### src/rtl/obstacle_pkg.sv
// Shared definitions for the obstacle stream consumer: field layout of an
// obstacle word, table geometry, payload structs and the FSM state encoding.
package obstacle_pkg;

  localparam int unsigned NUM_ROWS    = 16;
  localparam int unsigned NUM_LANES   = 3;
  localparam int unsigned NUM_ENTRIES = NUM_ROWS * NUM_LANES;

  localparam int unsigned WORD_WIDTH  = 16;
  localparam int unsigned TYPE_MSB    = 15;
  localparam int unsigned LANE_LSB    = 11;
  localparam int unsigned LANE_WIDTH  = 2;
  localparam int unsigned DEPTH_WIDTH = 11;
  localparam int unsigned TYPE_WIDTH  = TYPE_MSB - LANE_LSB - LANE_WIDTH + 1;

  localparam int unsigned ROW_WIDTH   = $clog2(NUM_ROWS);
  localparam int unsigned ADDR_WIDTH  = $clog2(NUM_ENTRIES);
  localparam int unsigned COUNT_WIDTH = 8;

  typedef enum logic [TYPE_WIDTH-1:0] {
    NONE  = 3'd0,
    LOW   = 3'd1,
    HIGH  = 3'd2,
    MID   = 3'd3,
    TRAIN = 3'd4,
    RAMP  = 3'd5,
    CAR   = 3'd6
  } obs_type_e;

  // Obstacle word as it arrives on the stream.
  typedef struct packed {
    logic [TYPE_WIDTH-1:0]  otype;
    logic [LANE_WIDTH-1:0]  lane;
    logic [DEPTH_WIDTH-1:0] depth;
  } obstacle_t;

  // Payload held per table entry.
  typedef struct packed {
    logic [TYPE_WIDTH-1:0]  otype;
    logic [DEPTH_WIDTH-1:0] depth;
  } entry_t;

  typedef enum logic [1:0] {
    ST_IDLE    = 2'd0,
    ST_COLLECT = 2'd1,
    ST_SWAP    = 2'd2
  } state_e;

  // Flat table address of (row, lane); only meaningful for legal lanes.
  function automatic logic [ADDR_WIDTH-1:0] entry_addr(
    input logic [ROW_WIDTH-1:0]  row,
    input logic [LANE_WIDTH-1:0] lane
  );
    return ADDR_WIDTH'(row) * ADDR_WIDTH'(NUM_LANES) + ADDR_WIDTH'(lane);
  endfunction

endpackage

### src/rtl/obstacle_receiver_if.sv
// Stream input, read port and status of the obstacle receiver.
//   master: producer/reader side (drives in_*, rd_en/rd_row/rd_lane)
//   slave : receiver side (drives rd_*, frame_ready, frame_count, proto_err)
interface obstacle_receiver_if;
  import obstacle_pkg::*;

  logic                   in_valid;
  logic                   in_first_row;
  logic [WORD_WIDTH-1:0]  in_obstacle;
  logic                   in_done;
  logic                   rd_en;
  logic [ROW_WIDTH-1:0]   rd_row;
  logic [LANE_WIDTH-1:0]  rd_lane;
  logic                   rd_valid;
  logic [TYPE_WIDTH-1:0]  rd_type;
  logic [DEPTH_WIDTH-1:0] rd_depth;
  logic                   frame_ready;
  logic [COUNT_WIDTH-1:0] frame_count;
  logic                   proto_err;

  modport master (
    output in_valid, in_first_row, in_obstacle, in_done, rd_en, rd_row, rd_lane,
    input  rd_valid, rd_type, rd_depth, frame_ready, frame_count, proto_err
  );

  modport slave (
    input  in_valid, in_first_row, in_obstacle, in_done, rd_en, rd_row, rd_lane,
    output rd_valid, rd_type, rd_depth, frame_ready, frame_count, proto_err
  );

endinterface

### src/rtl/obstacle_bank.sv
// One 48-entry obstacle table with occupancy bits.
//   clk, rst_n          : clock, async active-low reset (clears occupancy/read reg)
//   clr                 : clear all occupancy bits (a same-cycle write still lands)
//   we, wr_row, wr_lane : write wr_entry at (wr_row, wr_lane); lane must be legal
//   rd_en, rd_row, rd_lane, rd_entry : registered read, zeros if unoccupied/illegal
module obstacle_bank
  import obstacle_pkg::*;
(
  input  logic                  clk,
  input  logic                  rst_n,
  input  logic                  clr,
  input  logic                  we,
  input  logic [ROW_WIDTH-1:0]  wr_row,
  input  logic [LANE_WIDTH-1:0] wr_lane,
  input  entry_t                wr_entry,
  input  logic                  rd_en,
  input  logic [ROW_WIDTH-1:0]  rd_row,
  input  logic [LANE_WIDTH-1:0] rd_lane,
  output entry_t                rd_entry
);

  entry_t                  table_q [NUM_ENTRIES];
  logic [NUM_ENTRIES-1:0]  occ_q;
  logic [ADDR_WIDTH-1:0]   wr_addr_c;
  logic [ADDR_WIDTH-1:0]   rd_addr_c;
  logic                    rd_hit_c;

  assign wr_addr_c = entry_addr(wr_row, wr_lane);
  assign rd_addr_c = entry_addr(rd_row, rd_lane);
  // Lane 3 would alias the next row, so it is rejected before the lookup.
  assign rd_hit_c  = (rd_lane < LANE_WIDTH'(NUM_LANES)) && occ_q[rd_addr_c];

  // Payload storage; stale contents are masked by occupancy.
  always_ff @(posedge clk) begin
    if (we) begin
      table_q[wr_addr_c] <= wr_entry;
    end
  end

  // Occupancy and registered read data.
  always_ff @(posedge clk or negedge rst_n) begin
    if (!rst_n) begin
      occ_q    <= '0;
      rd_entry <= '0;
    end else begin
      if (clr) begin
        occ_q <= '0;
      end
      if (we) begin
        occ_q[wr_addr_c] <= 1'b1;
      end
      if (rd_en) begin
        rd_entry <= rd_hit_c ? table_q[rd_addr_c] : '0;
      end
    end
  end

endmodule

### src/rtl/obstacle_receiver.sv
// Double-buffered receiver for the obstacle stream. Collects a frame into the
// write bank, swaps banks on in_done so reads only ever see complete frames.
//   clk, rst_n : clock, async active-low reset
//   bus        : stream input, registered read port, frame_ready/frame_count/proto_err
module obstacle_receiver
  import obstacle_pkg::*;
(
  input  logic              clk,
  input  logic              rst_n,
  obstacle_receiver_if.slave bus
);

  state_e                 state_q, state_d;
  logic                   rd_bank_q;
  logic [ROW_WIDTH-1:0]   wr_row_q, wr_row_d;
  logic                   full_q, full_d;
  logic                   proto_err_q;
  logic                   frame_ready_q;
  logic [COUNT_WIDTH-1:0] frame_count_q;
  logic                   rd_valid_q;
  logic                   rd_sel_q;

  obstacle_t              word_c;
  entry_t                 wr_entry_c;
  logic                   lane_ok_c;
  logic                   last_lane_c;
  logic                   start_c;
  logic                   we_c;
  logic                   clr_c;
  logic                   err_c;
  logic                   swap_c;
  logic                   wr_bank_c;
  logic [ROW_WIDTH-1:0]   wr_row_c;
  entry_t                 rd0_entry, rd1_entry;

  assign word_c           = bus.in_obstacle;
  assign wr_entry_c.otype = word_c.otype;
  assign wr_entry_c.depth = word_c.depth;
  assign lane_ok_c        = word_c.lane < LANE_WIDTH'(NUM_LANES);
  assign last_lane_c      = word_c.lane == LANE_WIDTH'(NUM_LANES - 1);

  // State register.
  always_ff @(posedge clk or negedge rst_n) begin
    if (!rst_n) begin
      state_q <= ST_IDLE;
    end else begin
      state_q <= state_d;
    end
  end

  // Next state and write control.
  always_comb begin
    state_d   = state_q;
    wr_row_d  = wr_row_q;
    full_d    = full_q;
    wr_row_c  = wr_row_q;
    start_c   = 1'b0;
    we_c      = 1'b0;
    clr_c     = 1'b0;
    err_c     = 1'b0;
    swap_c    = 1'b0;
    wr_bank_c = ~rd_bank_q;

    case (state_q)
      ST_IDLE, ST_SWAP: begin
        if (state_q == ST_SWAP) begin
          // Bank toggles at this edge; a new frame goes into the outgoing read bank.
          swap_c    = 1'b1;
          wr_bank_c = rd_bank_q;
          state_d   = ST_IDLE;
        end
        if (bus.in_valid) begin
          if (bus.in_first_row) begin
            start_c = 1'b1;
          end else begin
            err_c = 1'b1;
          end
        end
      end
      ST_COLLECT: begin
        if (bus.in_valid) begin
          if (bus.in_first_row) begin
            start_c = 1'b1;
            err_c   = 1'b1;
          end else if (!lane_ok_c || full_q) begin
            err_c = 1'b1;
          end else begin
            we_c = 1'b1;
            if (last_lane_c) begin
              if (wr_row_q == ROW_WIDTH'(NUM_ROWS - 1)) begin
                full_d = 1'b1;
              end else begin
                wr_row_d = wr_row_q + ROW_WIDTH'(1);
              end
            end
          end
        end
        if (bus.in_done) begin
          state_d = ST_SWAP;
        end
      end
      default: state_d = ST_IDLE;
    endcase

    // Frame start (or restart): discard the write bank and write at row 0.
    if (start_c) begin
      clr_c    = 1'b1;
      full_d   = 1'b0;
      wr_row_c = '0;
      wr_row_d = '0;
      if (state_q != ST_COLLECT) begin
        state_d = ST_COLLECT;
      end
      if (lane_ok_c) begin
        we_c = 1'b1;
        if (last_lane_c) begin
          wr_row_d = ROW_WIDTH'(1);
        end
      end else begin
        err_c = 1'b1;
      end
    end
  end

  // Datapath and status registers.
  always_ff @(posedge clk or negedge rst_n) begin
    if (!rst_n) begin
      rd_bank_q     <= 1'b0;
      wr_row_q      <= '0;
      full_q        <= 1'b0;
      proto_err_q   <= 1'b0;
      frame_ready_q <= 1'b0;
      frame_count_q <= '0;
      rd_valid_q    <= 1'b0;
      rd_sel_q      <= 1'b0;
    end else begin
      wr_row_q      <= wr_row_d;
      full_q        <= full_d;
      frame_ready_q <= swap_c;
      rd_valid_q    <= bus.rd_en;
      if (err_c) begin
        proto_err_q <= 1'b1;
      end
      if (swap_c) begin
        rd_bank_q     <= ~rd_bank_q;
        frame_count_q <= frame_count_q + COUNT_WIDTH'(1);
      end
      // Remember which bank served the read; a read in the swap cycle uses the old one.
      if (bus.rd_en) begin
        rd_sel_q <= rd_bank_q;
      end
    end
  end

  obstacle_bank u_bank0 (
    .clk      (clk),
    .rst_n    (rst_n),
    .clr      (clr_c & ~wr_bank_c),
    .we       (we_c & ~wr_bank_c),
    .wr_row   (wr_row_c),
    .wr_lane  (word_c.lane),
    .wr_entry (wr_entry_c),
    .rd_en    (bus.rd_en),
    .rd_row   (bus.rd_row),
    .rd_lane  (bus.rd_lane),
    .rd_entry (rd0_entry)
  );

  obstacle_bank u_bank1 (
    .clk      (clk),
    .rst_n    (rst_n),
    .clr      (clr_c & wr_bank_c),
    .we       (we_c & wr_bank_c),
    .wr_row   (wr_row_c),
    .wr_lane  (word_c.lane),
    .wr_entry (wr_entry_c),
    .rd_en    (bus.rd_en),
    .rd_row   (bus.rd_row),
    .rd_lane  (bus.rd_lane),
    .rd_entry (rd1_entry)
  );

  assign bus.rd_valid    = rd_valid_q;
  assign bus.rd_type     = rd_sel_q ? rd1_entry.otype : rd0_entry.otype;
  assign bus.rd_depth    = rd_sel_q ? rd1_entry.depth : rd0_entry.depth;
  assign bus.frame_ready = frame_ready_q;
  assign bus.frame_count = frame_count_q;
  assign bus.proto_err   = proto_err_q;

endmodule

### src/flat_wrapper.sv
// flat-port wrapper written by rule: the top's interface ports become plain ports
module obstacle_receiver_flat import obstacle_pkg::*;
  (clk, rst_n, bus_in_valid, bus_in_first_row, bus_in_obstacle, bus_in_done, bus_rd_en, bus_rd_row, bus_rd_lane, bus_rd_valid, bus_rd_type, bus_rd_depth, bus_frame_ready, bus_frame_count, bus_proto_err);
  obstacle_receiver_if bus_i ();
  input  logic clk;
  input  logic rst_n;
  input wire logic [$bits(bus_i.in_valid)-1:0] bus_in_valid;
  input wire logic [$bits(bus_i.in_first_row)-1:0] bus_in_first_row;
  input wire logic [$bits(bus_i.in_obstacle)-1:0] bus_in_obstacle;
  input wire logic [$bits(bus_i.in_done)-1:0] bus_in_done;
  input wire logic [$bits(bus_i.rd_en)-1:0] bus_rd_en;
  input wire logic [$bits(bus_i.rd_row)-1:0] bus_rd_row;
  input wire logic [$bits(bus_i.rd_lane)-1:0] bus_rd_lane;
  output wire logic [$bits(bus_i.rd_valid)-1:0] bus_rd_valid;
  output wire logic [$bits(bus_i.rd_type)-1:0] bus_rd_type;
  output wire logic [$bits(bus_i.rd_depth)-1:0] bus_rd_depth;
  output wire logic [$bits(bus_i.frame_ready)-1:0] bus_frame_ready;
  output wire logic [$bits(bus_i.frame_count)-1:0] bus_frame_count;
  output wire logic [$bits(bus_i.proto_err)-1:0] bus_proto_err;
  assign bus_i.in_valid = bus_in_valid;
  assign bus_i.in_first_row = bus_in_first_row;
  assign bus_i.in_obstacle = bus_in_obstacle;
  assign bus_i.in_done = bus_in_done;
  assign bus_i.rd_en = bus_rd_en;
  assign bus_i.rd_row = bus_rd_row;
  assign bus_i.rd_lane = bus_rd_lane;
  assign bus_rd_valid = bus_i.rd_valid;
  assign bus_rd_type = bus_i.rd_type;
  assign bus_rd_depth = bus_i.rd_depth;
  assign bus_frame_ready = bus_i.frame_ready;
  assign bus_frame_count = bus_i.frame_count;
  assign bus_proto_err = bus_i.proto_err;
  obstacle_receiver u_core (.clk(clk), .rst_n(rst_n), .bus(bus_i));
endmodule
### config.mk
export PLATFORM = sky130hd
export DESIGN_NAME = obstacle_receiver_flat
export DESIGN_NICKNAME = d
export VERILOG_FILES = /design/src/rtl/obstacle_pkg.sv /design/src/rtl/obstacle_receiver_if.sv /design/src/rtl/obstacle_bank.sv /design/src/rtl/obstacle_receiver.sv /design/src/flat_wrapper.sv
export SDC_FILE = /design/constraint.sdc
export NUM_CORES = 2
export LEC_CHECK = 0
export ABC_CLOCK_PERIOD_IN_PS = 6150
export BUFFER_PORTS_ARGS = -buffer_cell sky130_fd_sc_hd__clkbuf_2
export CAP_MARGIN = 20
export CORE_MARGIN = 2
export CORE_UTILIZATION = 55
export DETAILED_ROUTE_END_ITERATION = 8
export PLACE_DENSITY_LB_ADDON = 0.1
export SETUP_SLACK_MARGIN = 0.15
export SLEW_MARGIN = 20
export SYNTH_ARGS = -nofsm -noshare
export SYNTH_HDL_FRONTEND = slang
export SYNTH_SLANG_ARGS = --single-unit
### constraint.sdc
create_clock -name clk -period 6.15 [get_ports clk]
set_input_delay 1.23 -clock clk [delete_from_list [all_inputs] [get_ports clk]]
set_output_delay 1.23 -clock clk [all_outputs]
set_load 0.005 [all_outputs]
==> qor.yml <==
grt:
  overflow: 0
  track_usage: 0.263
  grt_pass1_wl_um: 202000
  antenna_found_initial: 3
  first_global_vias: 28800
  grt_max_degree: 98
cts:
  cts_tree: "done"
  clk_latency_ps: 750
  cts_buffer_depth: 3
  cts.reportedPaths.clkPinSlew_ps: 60
  htreeDepth: 4
  clock-sinks: 1488
  root_buffer: "clkbuf_16"
  cts_buffers: 148
  post-cts-setup-buffers: 0
  ctsResizeCount: 0
  cts_hold_buf: 0
worst_setup_path:
  worst_r2r_endpoint: "u_core.u_bank0.table_q[19][3]$_DFFE_PP_"
  required_ps: 6580
  crit_path_max_fanout: 16
  max_stage_delay_ps: 510
  slowest_stage: "fa_1"
  critical_path.cell_chain: "clkbuf_2 -> a21boi_0 -> and2_1 -> nor2_1 -> fa_1 -> ha_1 -> fa_1 -> xnor2_1 -> a21oi_1 -> nor4_1 -> nand2_1 -> nor2_1 -> buf_4"
  crit_arrival_ps: 5190
  r2r-start: "u_core.state_q[0]$_DFF_PN0_"
  critPathKind: "input pin to flop"
  endpoint_kind: "flop"
  reg2reg_depth: 12
  startpoint_type: "input pin"
  r2r_slack_ps: 1520
logic_synthesis:
  synth_flop_cell: "edfxtp_1"
  synth_top_cell_by_area: "edfxtp_1"
  syn-num-nets: 2865
  netlist_instances: 2817
  ys_seq_area_frac: 0.752
  ys_seq_elements: 1488
  ys_top_cells_by_area: "edfxtp_1, mux4_2, dfrtp_1"
  ys_async_sr_fraction: 0.0968
  synth.top_cell.area_share: 0.690
  synthesis.area_per_instance_sq_um: 20.7
  synth_cell_type_count: 57
  synth_edf_count: 1344
  syn_area_sq_um: 58400
  ys.warnings.count: 0
route:
  ant_nets: 0
  vias: 28700
  dr.pass1.iters: 7
  routed_wl_um: 140000
  drc: 2
  drtIter0Drc: 3862
  viasPerCell: 6.31
  wl_per_cell_um: 30.8
sta:
  skew_ps: 30.8
  rsz0062_at_grt: "no"
  worst_slack_ps: 1390
  final_hold_viol_count: 0
  timing.fmax_ghz: 0.210
  holdWs_ps: 470
  setup_tns_ps: 0
  min_period_ps: 4760
  worst_pin_slew_ps: 1070
  maxSlewHeadroom: 0.285
  finalMaxSlewViolations: 0
  post-route-period-util: 0.774
  setup_viol: 0
place:
  dpl.cell_count: 4279
  preCtsSetupSlack_ps: 646
  gp_congestion: 0.856
  dp_hpwl_um: 85600
  port_buffers: 52
worst_hold_path:
  min_to: "u_core.bus.proto_err$_DFFE_PN0P_"
  whs_path_depth: 1
  hp-class: "flop to flop"
  min_from: "u_core.bus.proto_err$_DFFE_PN0P_"
floorplan:
  dieArea_sq_um: 109000
  initial_utilization: 0.554
  core_area_sq_um: 105000
  std_cell_rows: 119
  die_x_um: 330
  top_level_ports: 53
  die_y_um: 330
finish:
  register_area_sq_um: 44000
  drive_gt1_frac: 0.276
  syn_to_final_growth_pct: 12.7
  multi_input_area_sq_um: 13500
  final_util: 0.625
  fin_cells: 4546
  n_fill_cell: 7162
  nNetsFinal: 3086
run_status:
  failed_checks: "design-rule violations"
  status: "finished with violations"
power_and_ir_drop:
  cellLeakagePower_nw: 21.9
  internal-power_mw: 18.0
  comb_power_share: 0.184
  p_sw_mw: 6.76
  max-vdd-ir-drop_mv: 0.325
  seqPwrFrac: 0.471
  power.density_nw_per_um2: 376
  p_sw_frac: 0.273
  pwr-share-clk: 0.346
flow_run:
  cap_violations: 0
[flip-flops by register name, summed over array words and instances, names as in the netlist, 2 cells and up]
register                 cells
u_core.u_bank0.rd_entry     14
u_core.u_bank0.occ_q        48
u_core.u_bank0.table_q     672
u_core.u_bank1.table_q     672
u_core.u_bank1.rd_entry     14
u_core.state_q               2
u_core.bus.frame_count       8
u_core.wr_row_q              4
u_core.u_bank1.occ_q        48
[placed cells by master (no fill, tap or decap), types with 41 or more instances in the layout]
cell type	instances
buf_4	188
clkbuf_16	155
clkinv_1	41
dfrtp_1	144
edfxtp_1	1344
mux2i_1	123
mux4_2	388
nand2_1	137
nor2_1	135
o21ai_0	113
o22ai_1	52
[power by group through the flow]
stage               Clock, mW  Sequential [mW]  Combinational [mW]
detailed placement          0             11.8                4.52
floorplan                   0             11.8                2.62
global route             9.10             11.7                4.77
CTS                      8.69             11.6                4.54
global placement            0             11.8                4.46
finish                   8.55             11.6                4.55
[logic make-up after synthesis]
family | count (synthesis) | synth area share
DFF | 1488 | 0.752
muxes | 513 | 0.171
and+or+nand+nor | 345 | 0.0252
AOI/OAI and AO/OA | 228 | 0.0267
xor gates and xnor gates | 16 | 0.00272
buffers and inverters | 207 | 0.0175
adders and majority gates | 20 | 0.00480
[how the worst max path moves through the flow]
stage / startpoint / depth (start not counted) / slack, ps / to
finish: bus_in_valid / 13 / 1390 / u_core.u_bank0.table_q[19][3]$_DFFE_PP_
detailed placement: bus_in_valid / 13 / 650 / u_core.u_bank0.table_q[17][6]$_DFFE_PP_
floorplan: bus_in_valid / 11 / 990 / u_core.u_bank1.table_q[36][0]$_DFFE_PP_
global route: bus_in_valid / 13 / 1060 / u_core.u_bank0.table_q[19][8]$_DFFE_PP_
global placement: bus_in_valid / 13 / 730 / u_core.u_bank0.table_q[19][5]$_DFFE_PP_
CTS: bus_in_valid / 13 / 1450 / u_core.u_bank0.table_q[17][6]$_DFFE_PP_
[Yosys cell counts, types with 19 or more instances]
cell type / n
clkbuf_1: 58
nand2_1: 137
buf_2: 58
nor3_1: 31
o22ai_1: 52
buf_4: 28
o21ai_0: 113
dfrtp_1: 144
mux4_2: 388
inv_1: 36
edfxtp_1: 1344
o32ai_2: 19
nor2_1: 135
mux2i_1: 123
[per-stage QoR]
stage | total power, mW | cell area, sq um
3_3_place_gp | 16.3 | 61300
3_5_place_dp | 16.4 | 61300
6_report | 24.7 | 65900
5_1_grt | 25.5 | 65900
2_1_floorplan | 14.4 | 58400
4_1_cts | 24.9 | 65900
[area by class of cell]
| class | count | share of cell area |
|---|---|---|
| timing repair buffer | 242 | 0.0293 |
| clock buffer | 181 | 0.0608 |
| inverter | 36 | 0.00205 |
| clock inverter | 85 | 0.00881 |
| antenna | 1 | 0.0000380 |
| multi-input combinational | 1122 | 0.205 |
| tap | 1391 | 0.0264 |
| sequential | 1488 | 0.667 |
[critical path, delay by kind of cell]
kind            cells  cell delay [ps]
buf+inv             2              380
xor+xnor            1              280
compound gates      2              560
simple gates        5             1490
fa+ha+maj           3             1220
[layer usage]
metal	vias to the layer above	part of all wire	routed length, um	track usage
li1	11900	-	-	-
met4	4	0.034	4750	0.0953
met2	1318	0.47	66200	0.399
met5	-	0.00048	67	0.00348
met1	15200	0.41	57100	0.385
met3	233	0.084	11800	0.0551
No activity file was read; power rests on OpenSTA's default activity.
